File: config.mk
export PLATFORM = sky130hd
export DESIGN_NAME = random_gap_throttle
export DESIGN_NICKNAME = d
export VERILOG_FILES = /design/src/rtl/random_gap_throttle.sv
export SDC_FILE = /design/constraint.sdc
export NUM_CORES = 1
export LEC_CHECK = 0
export CORE_ASPECT_RATIO = 1.25
export CORE_MARGIN = 1
export CORE_UTILIZATION = 45
export CTS_CLUSTER_SIZE = 8
export DETAILED_ROUTE_END_ITERATION = 12
export HOLD_SLACK_MARGIN = 0.08
export PLACE_DENSITY = 0.88
export SLEW_MARGIN = 20
export SYNTH_ARGS = -nofsm -noshare
export SYNTH_HDL_FRONTEND = slang
export SYNTH_SLANG_ARGS = --single-unit
File: constraint.sdc
create_clock -name CLK -period 3.1 [get_ports CLK]
set_clock_uncertainty 0.1 [all_clocks]
set_input_delay 0.62 -clock CLK [delete_from_list [all_inputs] [get_ports CLK]]
set_output_delay 0.62 -clock CLK [all_outputs]
set_load 0.05 [all_outputs]
File: src/rtl/random_gap_throttle.sv
// Valid/ready stream gate that closes for a random number of cycles after each
// accepted beat, drawing the gap length from an external random generator.
module random_gap_throttle #(
  parameter int dwidth = 32,
  parameter int rwidth = 8,
  parameter int cwidth = 32
) (
  input  logic              CLK,
  input  logic              RST,
  input  logic              THROTTLE_EN,
  input  logic              CLEAR,
  input  logic              IN_VALID,
  output logic              IN_READY,
  input  logic [dwidth-1:0] IN_DATA,
  output logic              OUT_VALID,
  input  logic              OUT_READY,
  output logic [dwidth-1:0] OUT_DATA,
  input  logic [rwidth-1:0] RAND,
  output logic              RAND_EN,
  output logic [cwidth-1:0] XFER_COUNT,
  output logic [cwidth-1:0] STALL_COUNT,
  output logic              GATE_OPEN
);

  typedef enum logic {
    OPEN = 1'b0,
    HOLD = 1'b1
  } state_t;

  state_t            state_q, state_d;
  logic [rwidth-1:0] cnt_q, cnt_d;
  logic [cwidth-1:0] xferCount_q, xferCount_d;
  logic [cwidth-1:0] stallCount_q, stallCount_d;

  logic gateOpen;
  logic xfer;
  logic stall;

  // Handshake outputs are forced low while reset is held, not only after it.
  assign gateOpen  = (state_q == OPEN) && !RST;
  assign xfer      = gateOpen && IN_VALID && OUT_READY;
  assign stall     = (state_q == HOLD) && IN_VALID;

  assign OUT_DATA  = IN_DATA;
  assign OUT_VALID = gateOpen && IN_VALID;
  assign IN_READY  = gateOpen && OUT_READY;
  assign RAND_EN   = xfer && THROTTLE_EN;
  assign GATE_OPEN = gateOpen;

  assign XFER_COUNT  = xferCount_q;
  assign STALL_COUNT = stallCount_q;

  always_ff @(posedge CLK or posedge RST) begin
    if (RST) begin
      state_q      <= OPEN;
      cnt_q        <= '0;
      xferCount_q  <= '0;
      stallCount_q <= '0;
    end else begin
      state_q      <= state_d;
      cnt_q        <= cnt_d;
      xferCount_q  <= xferCount_d;
      stallCount_q <= stallCount_d;
    end
  end

  // A gap of RAND cycles: HOLD is entered with cnt=RAND and left when cnt reaches 1.
  always_comb begin
    state_d = state_q;
    cnt_d   = cnt_q;
    case (state_q)
      OPEN: begin
        if (xfer && THROTTLE_EN && (RAND != '0)) begin
          state_d = HOLD;
          cnt_d   = RAND;
        end
      end
      HOLD: begin
        if (!THROTTLE_EN || (cnt_q == rwidth'(1))) begin
          state_d = OPEN;
          cnt_d   = '0;
        end else begin
          cnt_d = cnt_q - rwidth'(1);
        end
      end
      default: begin
        state_d = OPEN;
        cnt_d   = '0;
      end
    endcase
  end

  always_comb begin
    xferCount_d  = xferCount_q;
    stallCount_d = stallCount_q;
    if (CLEAR) begin
      xferCount_d  = '0;
      stallCount_d = '0;
    end else begin
      if (xfer) xferCount_d = xferCount_q + cwidth'(1);
      if (stall) stallCount_d = stallCount_q + cwidth'(1);
    end
  end

endmodule
==> impl_metrics.yaml, run 1 <==
drt:
  wl_per_cell_um: 14.6
  via_count: 3324
  routed_wirelength_um: 8910
  postRouteAntennaNets: 0
  route.detailed.drc: 0
  drt_first_pass_iters: 4
  drt_iter0_markers: 211
  drt-vias-per-instance: 5.44
global_route:
  track_usage_pct: 20.3
  grt_start_max_net_pins: 45
  grt_pass1_wl_um: 14800
  grt_overflow: 0
  first_global_vias: 3244
  antenna_found_initial: 0
timing:
  worst_slack_ns: 0.325
  timing.final.crit_share_pct: 89.5
  max_freq_mhz: 360
  finalCriticalPeriod_ns: 2.77
  relSlewSlack_pct: 43.9
  setup_violations: 0
  finalSetupTns_ns: 0
  final_hold_viol_count: 0
  drv_slew: 0
  rsz0062_at_grt: "false"
  worst_pin_slew_ns: 0.842
  holdWs_ns: 0.442
worst_setup_path:
  worstPathRequired_ns: 2.38
  crit_fanout: 7
  critPathKind: "primary input to primary output"
  cp.arrival_ns: 2.05
  critPathLaunchType: "primary input"
  worstSetupEndpointType: "primary output"
die:
  io_pins: 146
  initial_core_util_pct: 46.4
  core_um2: 8650
  fp.dieW_um: 86.5
  row_count: 38
  die_h_um: 108
  die-area_um2: 9310
power:
  leakage_nw: 1.97
  power_density_nw_per_um2: 468
  power_mw: 2.30
  vdd_drop_max_mv: 0.386
synthesis:
  synth_seq_cells: 73
  syn-cell-area_um2: 4020
  syn_nets: 486
  synth_top_area_cell: "dfrtp_1"
  yosys_warnings: 0
  synth_top_area_share_pct: 45.5
  async_flop_share_pct: 100
  seq_area_frac_synth_pct: 45.5
  synth.distinct_cells: 40
  synth_cells: 436
  synth_common_cells: "73 x dfrtp_1, 67 x nor2_1, 33 x xor2_1"
  yosys.cell_count.top_type: "dfrtp_1"
  synth-main-ff-cell: "dfrtp_1"
  synth_area_leaders: "dfrtp_1 45%, xor2_1 7.2%, nor2_1 6.3%"
  syn-mean-instance-area_um2: 9.21
  synth_edf_count: 0
finish:
  syn_to_final_growth_pct: 22.5
  fin_nets: 536
  num_antenna_cells: 0
  drive_gt1_share_pct: 7.13
clocking:
  clkLatencyLatePin_ns: 0.35
  cts_root_buffer: "clkbuf_8"
  cts_hold_buffers: 0
  path_clk_slew_ns: 0.07
  cts_made_buffers: 9
  cts_setup_buffers: 0
  cts_max_level: 3
  post_cts_resized: 0
  clockBufferDepth: 2
  cts_tree: "done"
  cts_sinks: 73
run_status:
  status: "completed"
placed_design:
  place.gp.congestion: 0.804
  post-place-ws_ns: 0.0824
  port_buffers: 81
  dp_hpwl_um: 6360
min_path:
  hold_path_class: "flip-flop to flip-flop"
flow_run:
  drv_cap: 0
-- per-layer routing --
layer / wire length [µm] / global-route usage (%) / vias up
met1: 3650 / 23.8 / 1619
li1: - / - / 1569
met5: 0 / 0 / -
met2: 4640 / 35.5 / 108
met4: 217 / 8.81 / 0
met3: 395 / 4.52 / 28
-- cell families (layout without fill, tap and decap cells) --
group / after synthesis / in the layout / synth area share [%]
muxes: 1 / 1 / 0.249
adders and majority gates: 4 / 4 / 1.25
and+or+nand+nor: 201 / 201 / 26.2
AOI/OAI and AO/OA: 44 / 44 / 5.73
xor gates and xnor gates: 54 / 54 / 11.8
DFF: 73 / 73 / 45.5
buffers and inverters: 59 / 114 / 9.35
-- worst paths after layout --
check                           cells after the start      from         endpoint  slack, ns
min in group asynchronous                           2       RST  STALL_COUNT[10]       0.66
worst min register to register                      2  cnt_q[6]         cnt_q[6]       0.44
max in group asynchronous                           3       RST          state_q       1.58
worst min-delay path                                2  cnt_q[6]         cnt_q[6]       0.44
worst max register to register                      5   state_q         cnt_q[5]       0.74
worst max-delay path                                4  IN_VALID          RAND_EN       0.33
-- layout by cell type (no fill, tap or decap), drive strengths merged, types with 2 or more instances in the layout --
cell / Yosys / final
o21ai: 19 / 19
or3: 6 / 6
nor2: 67 / 67
nor4: 10 / 10
xnor2: 21 / 21
a21oi: 21 / 21
and2: 7 / 7
or4: 4 / 4
xor2: 33 / 33
nor3b: 4 / 4
bufinv: 0 / 2
and4: 5 / 5
nand4: 21 / 21
clkinvlp: 0 / 3
clkbuf: 5 / 10
nor2b: 2 / 2
nor4b: 2 / 2
clkdlybuf4s50: 0 / 76
nor3: 11 / 11
buf: 43 / 12
and3: 4 / 4
nand2: 30 / 30
dfrtp: 73 / 73
inv: 10 / 11
ha: 4 / 4
nand3: 23 / 23
-- where the power goes --
group | switching (mW) | internal [mW] | leakage [nW] | total (mW)
Sequential | 0.0752 | 1.01 | 1.01 | 1.09
Clock | 0.375 | 0.456 | 0.0991 | 0.831
Combinational | 0.246 | 0.140 | 0.866 | 0.386
-- flip-flops by register name, indices dropped and copies added (netlist names) --
signal	count
STALL_COUNT	32
XFER_COUNT	32
cnt_q	8
state_q	1
-- stage by stage --
stage	utilization, %	std cells	instance area (µm²)
after floorplan	-	436	4020
after global routing	56.9	611	4920
after detailed placement	54.3	595	4700
after CTS	56.9	611	4920
final	56.9	611	4920
after global placement	54.3	595	4700
-- worst max-delay path, cell delays in order --
cell and delay, ns:
clkdlybuf4s50_1 0.61, and4bb_2 0.38, and2_1 0.27, buf_12 0.17
-- cell type report --
| type | instances | area, µm² |
|---|---|---|
| fillers | 770 | 3730 |
| inverters | 10 | 37.5 |
| flip-flops and latches | 73 | 1830 |
| clock buffers | 10 | 128 |
| well taps | 120 | 150 |
| clock inverters | 6 | 91.3 |
| multi-input cells | 304 | 1810 |
| repair buffers | 88 | 873 |
Note: power is estimated with default switching activity, not from simulation.
==> run 2, diff against run 1 <==
Settings changed: CORE_ASPECT_RATIO 1.25 to 1.5, MAX_ROUTING_LAYER set to met4.
==> run 2 against run 1 <==
Compared with the run above: non-clock buffer count increased by 5; register-to-register slack got worse by 0.11 ns; largest power group unchanged; sequential share of layout area decreased by 0.71 points; via count decreased by 0.39%; flip-flop and latch count unchanged; clock-buffer cell count increased by 1; hold slack improved by 0.032 ns; core utilization increased by 2.1 points; first-iteration DRC count decreased by 46%; global-route usage increased by 1.9 points; critical path depth unchanged.
==> impl_metrics.yaml, run 2 (same netlist as run 1, synthesis figures left out) <==
run_status:
  status: "completed"
drt:
  drt-vias-per-instance: 5.51
  wl_per_cell_um: 15.9
  via_count: 3311
  routed_wirelength_um: 9570
  route.detailed.drc: 0
  drt_iter0_markers: 113
  postRouteAntennaNets: 0
  drt_first_pass_iters: 4
timing:
  finalSetupTns_ns: 0
  rsz0062_at_grt: "false"
  timing.final.crit_share_pct: 88.2
  drv_slew: 0
  worst_pin_slew_ns: 0.933
  relSlewSlack_pct: 37.8
  max_freq_mhz: 366
  holdWs_ns: 0.474
  setup_violations: 0
  final_hold_viol_count: 0
  finalCriticalPeriod_ns: 2.73
finish:
  final_cell_mix: "76 x clkdlybuf4s50_1, 73 x dfrtp_1, 67 x nor2_1"
  final_cell_count_no_fill: 601
  drive_gt1_share_pct: 7.89
  final_util_pct: 58.9
  syn_to_final_growth_pct: 24.9
  num_antenna_cells: 0
  final_common_cell: "clkdlybuf4s50_1"
  fin_nets: 541
worst_setup_path:
  worstSetupEndpointType: "primary output"
  cp.arrival_ns: 2.01
  worstPathRequired_ns: 2.38
  critPathTopFamily: "buffers and inverters"
  crit_fanout: 7
  path_cells: "clkdlybuf4s50_1 -> and4bb_2 -> and2_1 -> buf_12"
  cpPeakStageDelay_ns: 0.59
  critPathKind: "primary input to primary output"
  path_buf_inv: 2
  crit_slowest_cell: "clkdlybuf4s50_1"
  critPathLaunchType: "primary input"
clocking:
  cts_sinks: 73
  clkLatencyLatePin_ns: 0.33
  clockBufferDepth: 2
  cts_hold_buffers: 0
  cts_tree: "done"
  path_clk_slew_ns: 0.06
  cts_root_buffer: "clkbuf_16"
  cts_made_buffers: 9
  post_cts_resized: 0
  cts_setup_buffers: 0
  cts_max_level: 3
die:
  row_count: 41
  fp.dieW_um: 79.1
  die-area_um2: 9310
  initial_core_util_pct: 47.2
  io_pins: 146
  die_h_um: 118
  core_um2: 8520
flow_run:
  drv_cap: 0
min_path:
  hold_path_class: "flip-flop to flip-flop"
placed_design:
  port_buffers: 81
  dp_cells: 587
  dp_hpwl_um: 6900
  place.gp.congestion: 0.834
global_route:
  grt_start_max_net_pins: 66
  grt_pass1_wl_um: 15900
  track_usage_pct: 22.3
  first_global_vias: 3386
  grt_overflow: 0
  antenna_found_initial: 0
power:
  leakage_nw: 2.04
  power_density_nw_per_um2: 500
  vdd_drop_max_mv: 0.321
[run 2: metrics by stage]
| stage | worst slack, ns | area, µm² | power, mW |
|---|---|---|---|
| after floorplan | 0.527 | 4020 | 1.49 |
| after global placement | 0.217 | 4730 | 1.47 |
| after global routing | 0.249 | 5020 | 2.62 |
| after CTS | 0.388 | 5010 | 2.53 |
| final | 0.366 | 5020 | 2.51 |
| after detailed placement | 0.105 | 4730 | 1.50 |
[run 2: path summary, 6_finish.rpt]
kind / cells after the start / to / slack, ns / from
worst max-delay path: 4 / RAND_EN / 0.37 / IN_VALID
worst min-delay path: 2 / STALL_COUNT[23] / 0.47 / STALL_COUNT[23]
worst max register to register: 5 / cnt_q[5] / 0.63 / state_q
worst min register to register: 2 / STALL_COUNT[23] / 0.47 / STALL_COUNT[23]
max in group asynchronous: 4 / XFER_COUNT[28] / 1.61 / RST
min in group asynchronous: 3 / STALL_COUNT[2] / 0.71 / RST
[run 2: cell type report]
type / count / area, µm²
Multi-Input combinational cell: 304 / 1820
Clock inverter: 3 / 42.5
Inverter: 10 / 37.5
Tap cell: 107 / 134
Fill cell: 756 / 3500
Clock buffer: 11 / 243
Sequential cell: 73 / 1830
Timing Repair Buffer: 93 / 913
[run 2: routing by layer]
metal / share of wire (%) / vias up / global-route usage [%]
met4: 2.5 / 0 / 12.2
met5: 0 / - / -
li1: - / 1562 / -
met1: 39 / 1621 / 23.7
met3: 4.3 / 37 / 4.34
met2: 54 / 91 / 38.1
[run 2: worst min-delay path: cells and delay by family (launching register included)]
family,cells,cell delay (ns)
flip-flops,1,0.38
XOR/XNOR,1,0.12
AND/OR/NAND/NOR,1,0.04
[run 2: report_power, final]
| part | internal, mW | switching (mW) |
|---|---|---|
| clock network | 0.634 | 0.380 |
| logic | 0.144 | 0.255 |
| registers | 1.01 | 0.0846 |
